==> src/rtl/mul_arbiter_if.sv <==
// Request/response bundle for mul_arbiter: REQS valid/ready request ports
// with packed operands, one shared response channel and a busy flag.
interface mul_arbiter_if #(
    parameter int N    = 4,
    parameter int REQS = 4
);
    localparam int IDW = (REQS > 1) ? $clog2(REQS) : 1;

    logic [REQS-1:0]   req_valid;
    logic [REQS-1:0]   req_ready;
    logic [REQS*N-1:0] req_x;
    logic [REQS*N-1:0] req_y;
    logic              resp_valid;
    logic              resp_ready;
    logic [IDW-1:0]    resp_id;
    logic [2*N-1:0]    resp_p;
    logic              busy;

    // Requesters and result consumer
    modport master (
        output req_valid, req_x, req_y, resp_ready,
        input  req_ready, resp_valid, resp_id, resp_p, busy
    );

    // The arbiter itself
    modport slave (
        input  req_valid, req_x, req_y, resp_ready,
        output req_ready, resp_valid, resp_id, resp_p, busy
    );
endinterface

==> src/rtl/mul_arbiter.sv <==
// Round-robin arbiter sharing one combinational array multiplier among REQS
// requesters. Operands are registered before reaching the multiplier, the
// product is captured after SETTLE cycles and returned with the owner's id.

// Unsigned N x N -> 2N combinational multiplier.
module mul #(
    parameter int N = 4
) (
    input  logic [N-1:0]   i_a,
    input  logic [N-1:0]   i_b,
    output logic [2*N-1:0] o_p
);
    assign o_p = {{N{1'b0}}, i_a} * {{N{1'b0}}, i_b};
endmodule

module mul_arbiter #(
    parameter int N      = 4,
    parameter int REQS   = 4,
    parameter int SETTLE = 1
) (
    input logic           clk,
    input logic           rst,
    mul_arbiter_if.slave  bus
);
    localparam int IDW = (REQS > 1) ? $clog2(REQS) : 1;
    localparam int CW  = (SETTLE > 1) ? $clog2(SETTLE) : 1;

    localparam logic [1:0] S_IDLE = 2'd0;
    localparam logic [1:0] S_EXEC = 2'd1;
    localparam logic [1:0] S_RESP = 2'd2;

    logic [1:0]      r_state;
    logic [IDW-1:0]  r_ptr;
    logic [IDW-1:0]  r_id;
    logic [N-1:0]    r_x;
    logic [N-1:0]    r_y;
    logic [CW-1:0]   r_cnt;
    logic [2*N-1:0]  r_resp_p;
    logic [IDW-1:0]  r_resp_id;

    logic            w_found;
    logic [IDW-1:0]  w_grant;
    logic [N-1:0]    w_sel_x;
    logic [N-1:0]    w_sel_y;
    logic [REQS-1:0] w_onehot;
    logic            w_accept;
    logic [IDW-1:0]  w_ptr_next;
    logic [2*N-1:0]  w_prod;

    // Round-robin pick: first pass covers ptr..REQS-1, second pass wraps to 0..ptr-1
    always_comb begin
        w_found  = 1'b0;
        w_grant  = '0;
        w_sel_x  = '0;
        w_sel_y  = '0;
        w_onehot = '0;
        for (int unsigned r = 0; r < REQS; r++) begin
            if (!w_found && bus.req_valid[r] && (r >= 32'(r_ptr))) begin
                w_found     = 1'b1;
                w_grant     = IDW'(r);
                w_sel_x     = bus.req_x[r*N +: N];
                w_sel_y     = bus.req_y[r*N +: N];
                w_onehot[r] = 1'b1;
            end
        end
        for (int unsigned r = 0; r < REQS; r++) begin
            if (!w_found && bus.req_valid[r]) begin
                w_found     = 1'b1;
                w_grant     = IDW'(r);
                w_sel_x     = bus.req_x[r*N +: N];
                w_sel_y     = bus.req_y[r*N +: N];
                w_onehot[r] = 1'b1;
            end
        end
    end

    assign w_accept   = (r_state == S_IDLE) && w_found;
    assign w_ptr_next = (r_id == IDW'(REQS - 1)) ? '0 : r_id + IDW'(1);

    // Ready is gated by rst so it drops in the same cycle reset is raised
    assign bus.req_ready  = ((r_state == S_IDLE) && !rst) ? w_onehot : '0;
    assign bus.resp_valid = (r_state == S_RESP);
    assign bus.busy       = (r_state != S_IDLE);
    assign bus.resp_p     = r_resp_p;
    assign bus.resp_id    = r_resp_id;

    // The shared multiplier only ever sees the registered operands
    mul #(.N(N)) u_mul (
        .i_a (r_x),
        .i_b (r_y),
        .o_p (w_prod)
    );

    // Control FSM: IDLE -> EXEC on accept, EXEC -> RESP when settled, RESP -> IDLE on consume
    always_ff @(posedge clk or posedge rst) begin
        if (rst) begin
            r_state <= S_IDLE;
        end else begin
            case (r_state)
                S_IDLE: if (w_accept) r_state <= S_EXEC;
                S_EXEC: if (r_cnt == '0) r_state <= S_RESP;
                S_RESP: if (bus.resp_ready) r_state <= S_IDLE;
                default: r_state <= S_IDLE;
            endcase
        end
    end

    // Operand, owner and settle-counter capture on the accept edge
    always_ff @(posedge clk or posedge rst) begin
        if (rst) begin
            r_x   <= '0;
            r_y   <= '0;
            r_id  <= '0;
            r_cnt <= '0;
        end else if (w_accept) begin
            r_x   <= w_sel_x;
            r_y   <= w_sel_y;
            r_id  <= w_grant;
            r_cnt <= CW'(SETTLE - 1);
        end else if ((r_state == S_EXEC) && (r_cnt != '0)) begin
            r_cnt <= r_cnt - CW'(1);
        end
    end

    // Response registers load once the array has settled and hold through RESP
    always_ff @(posedge clk or posedge rst) begin
        if (rst) begin
            r_resp_p  <= '0;
            r_resp_id <= '0;
        end else if ((r_state == S_EXEC) && (r_cnt == '0)) begin
            r_resp_p  <= w_prod;
            r_resp_id <= r_id;
        end
    end

    // Round-robin pointer moves past the owner once its result is consumed
    always_ff @(posedge clk or posedge rst) begin
        if (rst) begin
            r_ptr <= '0;
        end else if ((r_state == S_RESP) && bus.resp_ready) begin
            r_ptr <= w_ptr_next;
        end
    end
endmodule

==> src/flat_wrapper.sv <==
// flat-port wrapper written by rule: the top's interface ports become plain ports
module mul_arbiter_flat 
#(
    parameter int N      = 4,
    parameter int REQS   = 4,
    parameter int SETTLE = 1
)
  (clk, rst, bus_req_valid, bus_req_x, bus_req_y, bus_resp_ready, bus_req_ready, bus_resp_valid, bus_resp_id, bus_resp_p, bus_busy);
  mul_arbiter_if #(.N(N), .REQS(REQS)) bus_i ();
  input logic clk;
  input logic rst;
  input wire logic [$bits(bus_i.req_valid)-1:0] bus_req_valid;
  input wire logic [$bits(bus_i.req_x)-1:0] bus_req_x;
  input wire logic [$bits(bus_i.req_y)-1:0] bus_req_y;
  input wire logic [$bits(bus_i.resp_ready)-1:0] bus_resp_ready;
  output wire logic [$bits(bus_i.req_ready)-1:0] bus_req_ready;
  output wire logic [$bits(bus_i.resp_valid)-1:0] bus_resp_valid;
  output wire logic [$bits(bus_i.resp_id)-1:0] bus_resp_id;
  output wire logic [$bits(bus_i.resp_p)-1:0] bus_resp_p;
  output wire logic [$bits(bus_i.busy)-1:0] bus_busy;
  assign bus_i.req_valid = bus_req_valid;
  assign bus_i.req_x = bus_req_x;
  assign bus_i.req_y = bus_req_y;
  assign bus_i.resp_ready = bus_resp_ready;
  assign bus_req_ready = bus_i.req_ready;
  assign bus_resp_valid = bus_i.resp_valid;
  assign bus_resp_id = bus_i.resp_id;
  assign bus_resp_p = bus_i.resp_p;
  assign bus_busy = bus_i.busy;
  mul_arbiter #(.N(N), .REQS(REQS), .SETTLE(SETTLE)) u_core (.clk(clk), .rst(rst), .bus(bus_i));
endmodule
==> config.mk <==
export PLATFORM = sky130hd
export DESIGN_NAME = mul_arbiter_flat
export DESIGN_NICKNAME = d
export VERILOG_FILES = /design/src/rtl/mul_arbiter_if.sv /design/src/rtl/mul_arbiter.sv /design/src/flat_wrapper.sv
export SDC_FILE = /design/constraint.sdc
export NUM_CORES = 1
export LEC_CHECK = 0
export CAP_MARGIN = 20
export CORE_MARGIN = 5
export CORE_UTILIZATION = 30
export CTS_CLUSTER_DIAMETER = 100
export DETAILED_ROUTE_END_ITERATION = 8
export PLACE_DENSITY_LB_ADDON = 0.12
export SYNTH_ARGS = -nofsm -noshare
export SYNTH_HDL_FRONTEND = slang
export SYNTH_HIERARCHICAL = 1
export SYNTH_SLANG_ARGS = --single-unit
==> constraint.sdc <==
create_clock -name clk -period 3.9 [get_ports clk]
set_input_delay 0.585 -clock clk [delete_from_list [all_inputs] [get_ports clk]]
set_output_delay 0.585 -clock clk [all_outputs]
set_load 0.02 [all_outputs]
# Yosys cells after proc, flatten, opt, wreduce, memory -nomap -nowiden
# Cells that the tools add are included.
# classes
magnitude_cmp	3
reduce_logical	27
add_sub_neg	2
eq_ne	6
n_mux	46
n_bitwise	1
multipliers	1
# op_table
operator	n
$mux W4	17
$mux W2	10
$mux W1	18
$logic_and A1 B1 Y1	15
$logic_not A1 Y1	8
$mul A4 B4 Y8	1
$pmux W2 S3	1
$eq A2 B2 Y1 const B	2
$ge A1 B2 Y1 const A	2
$ne A2 B2 Y1 const B	2
$reduce_bool A2 Y1	2
$reduce_and A3 Y1	1
$add A2 B1 Y2 const B	1
$eq A2 B1 Y1 const B	1
$ge A2 B2 Y1 const A	1
$logic_not A2 Y1	1
$ne A2 B1 Y1 const B	1
$not A1 Y1	1
$sub A1 B1 Y1 const B	1
# word_totals
wordCells	94
in_bits	39
out_inout_bits	16
reg_bits	25

# Longest topological paths before layout
# depth
word_depth	29
ltp_mapped	9
ltp_nobuf	9

# Modules after synthesis
# Netlist, hierarchy kept.
# modules_own_cells
module	cells_each	n_inst	seq_area_each_um2	area_each_um2
mul_arbiter	179	1	625.6	1725.4
mul	51	1	0.0	447.9

# Least setup slack after synthesis
# No wires, ideal clock.
# synth_timing
kind	register to register
start	reg u_core.r_x[0]
end	reg u_core.r_resp_p[6] (netlist: u_core/bus.resp_p[6])
t_arrival_ns	2.674
setup_ns	0.125
n_path_buf	0
path_stages_with_launch	10
synth_period_minus_slack_ns	2.799
required_ns	3.775
path_slack_ns	1.101
cell_sequence	dfrtp_1 nand2_1 fa_1 inv_1 fa_1 fa_1 a21o_2 a21oi_1 xnor2_1 mux2_2
# synth_via
elab_chain_len	1
# synth_lines
item	line	text
from (decl)	mul_arbiter.sv:35	logic [N-1:0] r_x;
from (signal assigned)	mul_arbiter.sv:116	r_x <= w_sel_x;
$mul A4 B4 Y8	mul_arbiter.sv:13	assign o_p = {{N{1'b0}}, i_a} * {{N{1'b0}}, i_b};
named net u_core.w_prod[6]	mul_arbiter.sv:48	logic [2*N-1:0] w_prod;
to (signal assigned)	mul_arbiter.sv:131	r_resp_p <= w_prod;
to (decl)	mul_arbiter.sv:38	logic [2*N-1:0] r_resp_p;
# The timed path passes the listed nets, and every way through them passes these cells.
# A chain may end at the register's enable or synchronous reset.

# Final worst setup path
# layout_timing
start	in bus_req_valid[0]
end	out bus_req_ready[2]
# layout_via
elab_chain_len	23
elab_cells_between_ends	24
classes_between	mux: 9; reduce/logical: 15
# layout_lines
item	line	text
from (decl)	flat_wrapper.sv:12	input wire logic [$bits(bus_i.req_valid)-1:0] bus_req_valid;
$logic_and A1 B1 Y1	mul_arbiter.sv:58	if (!w_found && bus.req_valid[r] && (r >= 32'(r_ptr))) begin
$mux W1	mul_arbiter.sv:58	
$logic_not A1 Y1	mul_arbiter.sv:58	
$logic_and A1 B1 Y1 (2 in series)	mul_arbiter.sv:58	
$mux W1	mul_arbiter.sv:58	
$logic_not A1 Y1	mul_arbiter.sv:58	
$logic_and A1 B1 Y1 (2 in series)	mul_arbiter.sv:58	
$mux W1	mul_arbiter.sv:58	
(+5 left out)	-	
$mux W1	mul_arbiter.sv:67	if (!w_found && bus.req_valid[r]) begin
$logic_not A1 Y1	mul_arbiter.sv:67	
$logic_and A1 B1 Y1	mul_arbiter.sv:67	
$mux W1	mul_arbiter.sv:67	
$logic_not A1 Y1	mul_arbiter.sv:67	
$logic_and A1 B1 Y1	mul_arbiter.sv:67	
$mux W1 (*)	mul_arbiter.sv:67	
$mux W4 (*)	mul_arbiter.sv:81	assign bus.req_ready = ((r_state == S_IDLE) && !rst) ? w_onehot : '0;
to (decl)	flat_wrapper.sv:16	output wire logic [$bits(bus_i.req_ready)-1:0] bus_req_ready;
# Every way passes the cells marked *; elsewhere a longest branch is shown, timed or not.

==> flow_metrics.py <==
metrics = {
    "synth": {
        "yosys_warnings": 6,
        "synth_cell_types": 48,
        "synth-xor-area-share_pct": 1.21,
        "synthFlopType": "dfrtp_1",
        "muxShareOfSynthArea_pct": 9.90,
        "syn_inst": 230,
        "synth_nets": 286,
        "synth_fa_ha_area_share_pct": 11.2,
        "synth-simple-area-share_pct": 17.6,
        "ys_seq_area_share_pct": 28.8,
        "syn_area_per_cell_um2": 9.45,
        "synth_compound_area_share_pct": 24.7,
        "synth_top_family_by_area": "compound AO/OA/AOI/OAI gates",
        "synth_edf_count": 0,
        "syn_area_mm2": 0.00217,
        "ys_ff_latch": 25,
        "synthArstFlopShare_pct": 100,
    },
    "clocking": {
        "tritoncts": "done",
        "htree_num_levels": 1,
        "post_cts_buffers": 0,
        "cts_resized": 0,
        "cts_hold_buf": 0,
        "cts_max_path_buffers": 2,
        "clock-root-buffer": "clkbuf_8",
        "cts_buffers": 3,
        "clock_latency_ps": 270,
        "path_clk_slew_ps": 90,
        "clkSinkCount": 25,
    },
    "setup_path": {
        "crit_chain": "clkdlybuf4s50_1 > nand2b_1 > a21oi_4 > o21a_1 > nor2_1 > clkdlybuf4s50_1",
        "cp-end-kind": "output port",
        "rrSetupSlack_ps": 890,
        "max_stage_delay_ps": 790,
        "path_delay_family": "buffers and inverters",
        "crit_arrival_ps": 2900,
        "worst-path-buf-inv": 2,
        "crit_slowest_cell": "clkdlybuf4s50_1",
        "critPathKind": "input pin to output port",
        "crit_path_frequent_cell": "clkdlybuf4s50_1",
        "worstPathRequired_ps": 3310,
        "cp_max_fo": 16,
        "start_kind": "input pin",
    },
    "global_routing": {
        "grt_antenna_before_repair": 0,
        "grt_pass1_wl_um": 9890,
        "grt_usage_pct": 13.9,
        "gr-total-overflow": 0,
        "grt_max_degree": 26,
        "grt_pass1_vias": 1987,
    },
    "final_layout": {
        "fin_util_pct": 40.4,
        "multi_input_area_mm2": 0.00140,
        "final_common_cell": "clkdlybuf4s50_1",
        "regArea_um2": 626,
        "nets": 340,
        "antenna_cells": 0,
        "drive_gt1_share_pct": 13.1,
        "syn2layout_area_growth_pct": 32.8,
        "mostFrequentLayoutCells": "clkdlybuf4s50_1 (54), dfrtp_1 (25), inv_1 (20), nor2_1 (18), and2_1 (14)",
        "design_area_mm2": 0.00289,
        "nFillCells": 747,
    },
    "drt": {
        "finalWirelength_um": 6080,
        "route.detailed.drc": 0,
        "dr.pass1.iters": 4,
        "num_vias": 1923,
        "routed_via_density": 5.03,
        "wl_per_cell_um": 15.9,
        "ant_nets": 0,
        "first_iter_violations": 70,
    },
    "pwr": {
        "ir_worst_vdd_mv": 0.326,
        "power_w": 0.00234,
        "powerDensity_mw_per_mm2": 812,
        "p_leak_nw": 1.29,
    },
    "timing": {
        "finalCritPeriodShare_pct": 89.2,
        "worst_pin_slew_ps": 953,
        "tns_ps": 0,
        "drv_slew": 0,
        "rsz0062_at_grt": "false",
        "max_freq_mhz": 287,
        "setup_violations": 0,
        "max_slew_margin_pct": 36.2,
        "fin_crit_ps": 3480,
        "fin_skew_ps": 1.57,
        "hold_viol": 0,
    },
    "floorplanning": {
        "fp.dieW_um": 95.1,
        "die_h_um": 95.1,
        "row_count": 31,
        "core_area_mm2": 0.00714,
        "dieArea_mm2": 0.00905,
        "initial_core_util_pct": 30.5,
        "io_pins": 55,
    },
    "placement": {
        "gp_congestion": 0.757,
        "post_dp_cell_area_mm2": 0.00281,
        "hpwl_um": 4750,
        "port_buffers": 54,
    },
    "status": {
        "status": "completed",
    },
    "job": {
        "cap_violations": 0,
    },
    "hold_path": {
        "min_path_type": "input pin to asynchronous set/reset pin",
    },
}
## registers in the layout (all words and copies together), names as in the netlist
signal / flops
u_core/bus.resp_p: 8
u_core/r_x: 4
u_core/r_y: 4
u_core/bus.resp_id: 2
u_core/r_id: 2
u_core/r_ptr: 2
u_core/r_state: 2
u_core/r_cnt: 1
## final cells by class
class | count | area share (%)
clock buffer | 3 | 1.43
clock inverter | 1 | 0.260
inverter | 21 | 2.73
multi-input combinational | 173 | 48.6
sequential | 25 | 21.7
tap | 99 | 4.29
timing repair buffer | 60 | 21.0
## power breakdown
part / switching [W] / internal [W]
Combinational: 0.000827 / 0.000812
Clock: 0.0000875 / 0.0000724
Sequential: 0.000154 / 0.000391
Total: 0.00107 / 0.00128
## worst paths after layout
check | start | end | depth (start not counted)
worst max-delay path | bus_req_valid[0] | bus_req_ready[2] | 6
worst min-delay path | rst | u_core/r_ptr[1]$_DFFE_PP0P_ | 2
worst max register to register | u_core/r_x[0]$_DFFE_PP0P_ | u_core/bus.resp_p[7]$_DFFE_PP0P_ | 9
worst min register to register | u_core/bus.resp_p[7]$_DFFE_PP0P_ | u_core/bus.resp_p[7]$_DFFE_PP0P_ | 1
max in group asynchronous | rst | u_core/bus.resp_p[3]$_DFFE_PP0P_ | 3
min in group clk | u_core/bus.resp_p[7]$_DFFE_PP0P_ | u_core/bus.resp_p[7]$_DFFE_PP0P_ | 1
## worst register-to-register path: stages (launching register included)
cell and delay (ps):
dfrtp_1 420, nand2_1 100, fa_1 540, inv_1 50, fa_1 530, ha_1 340, a211oi_1 280, or4b_1 160
o2111ai_1 160, mux2_2 310
## cells in the mapped netlist, drive strengths merged, types with 3 or more instances
library cell / instances / area share (%)
dfrtp: 25 / 29
inv: 21 / 3.6
nor2: 18 / 3.1
a21oi: 15 / 4.3
and2: 14 / 4.0
ha: 13 / 7.5
mux2: 12 / 6.2
a31oi: 10 / 2.9
a221oi: 9 / 5.9
and3b: 8 / 3.2
mux2i: 8 / 3.7
nand2: 8 / 1.4
o32ai: 8 / 3.6
buf: 7 / 2.3
o21ai: 7 / 1.6
o22ai: 7 / 2.0
a21o: 4 / 1.4
clkbuf: 4 / 0.69
fa: 4 / 3.7
nand2b: 4 / 1.2
nand3: 3 / 0.69
## per-stage QoR
step	hold WS (ps)	setup WS, ps	instances
finish	517	419	382
global placement	492	449	377
global route	519	264	382
floorplan	475	1100	230
detailed placement	499	410	377
CTS	524	414	381
## routing by layer
metal	routed length (µm)	vias up	GRT usage (%)
met5	0	-	0
met2	2900	27	22.5
met1	2930	939	19.3
met4	18	0	1.92
li1	-	955	-
met3	236	2	3.16
## cell families (layout without fill, tap and decap cells)
logic type,after synthesis,after routing
simple gates,65,65
xor+xnor,3,3
flops,25,25
mux,20,20
compound gates,68,68
buf+inv,32,85
fa+ha+maj,17,17
(Power assumes the default switching activity.)
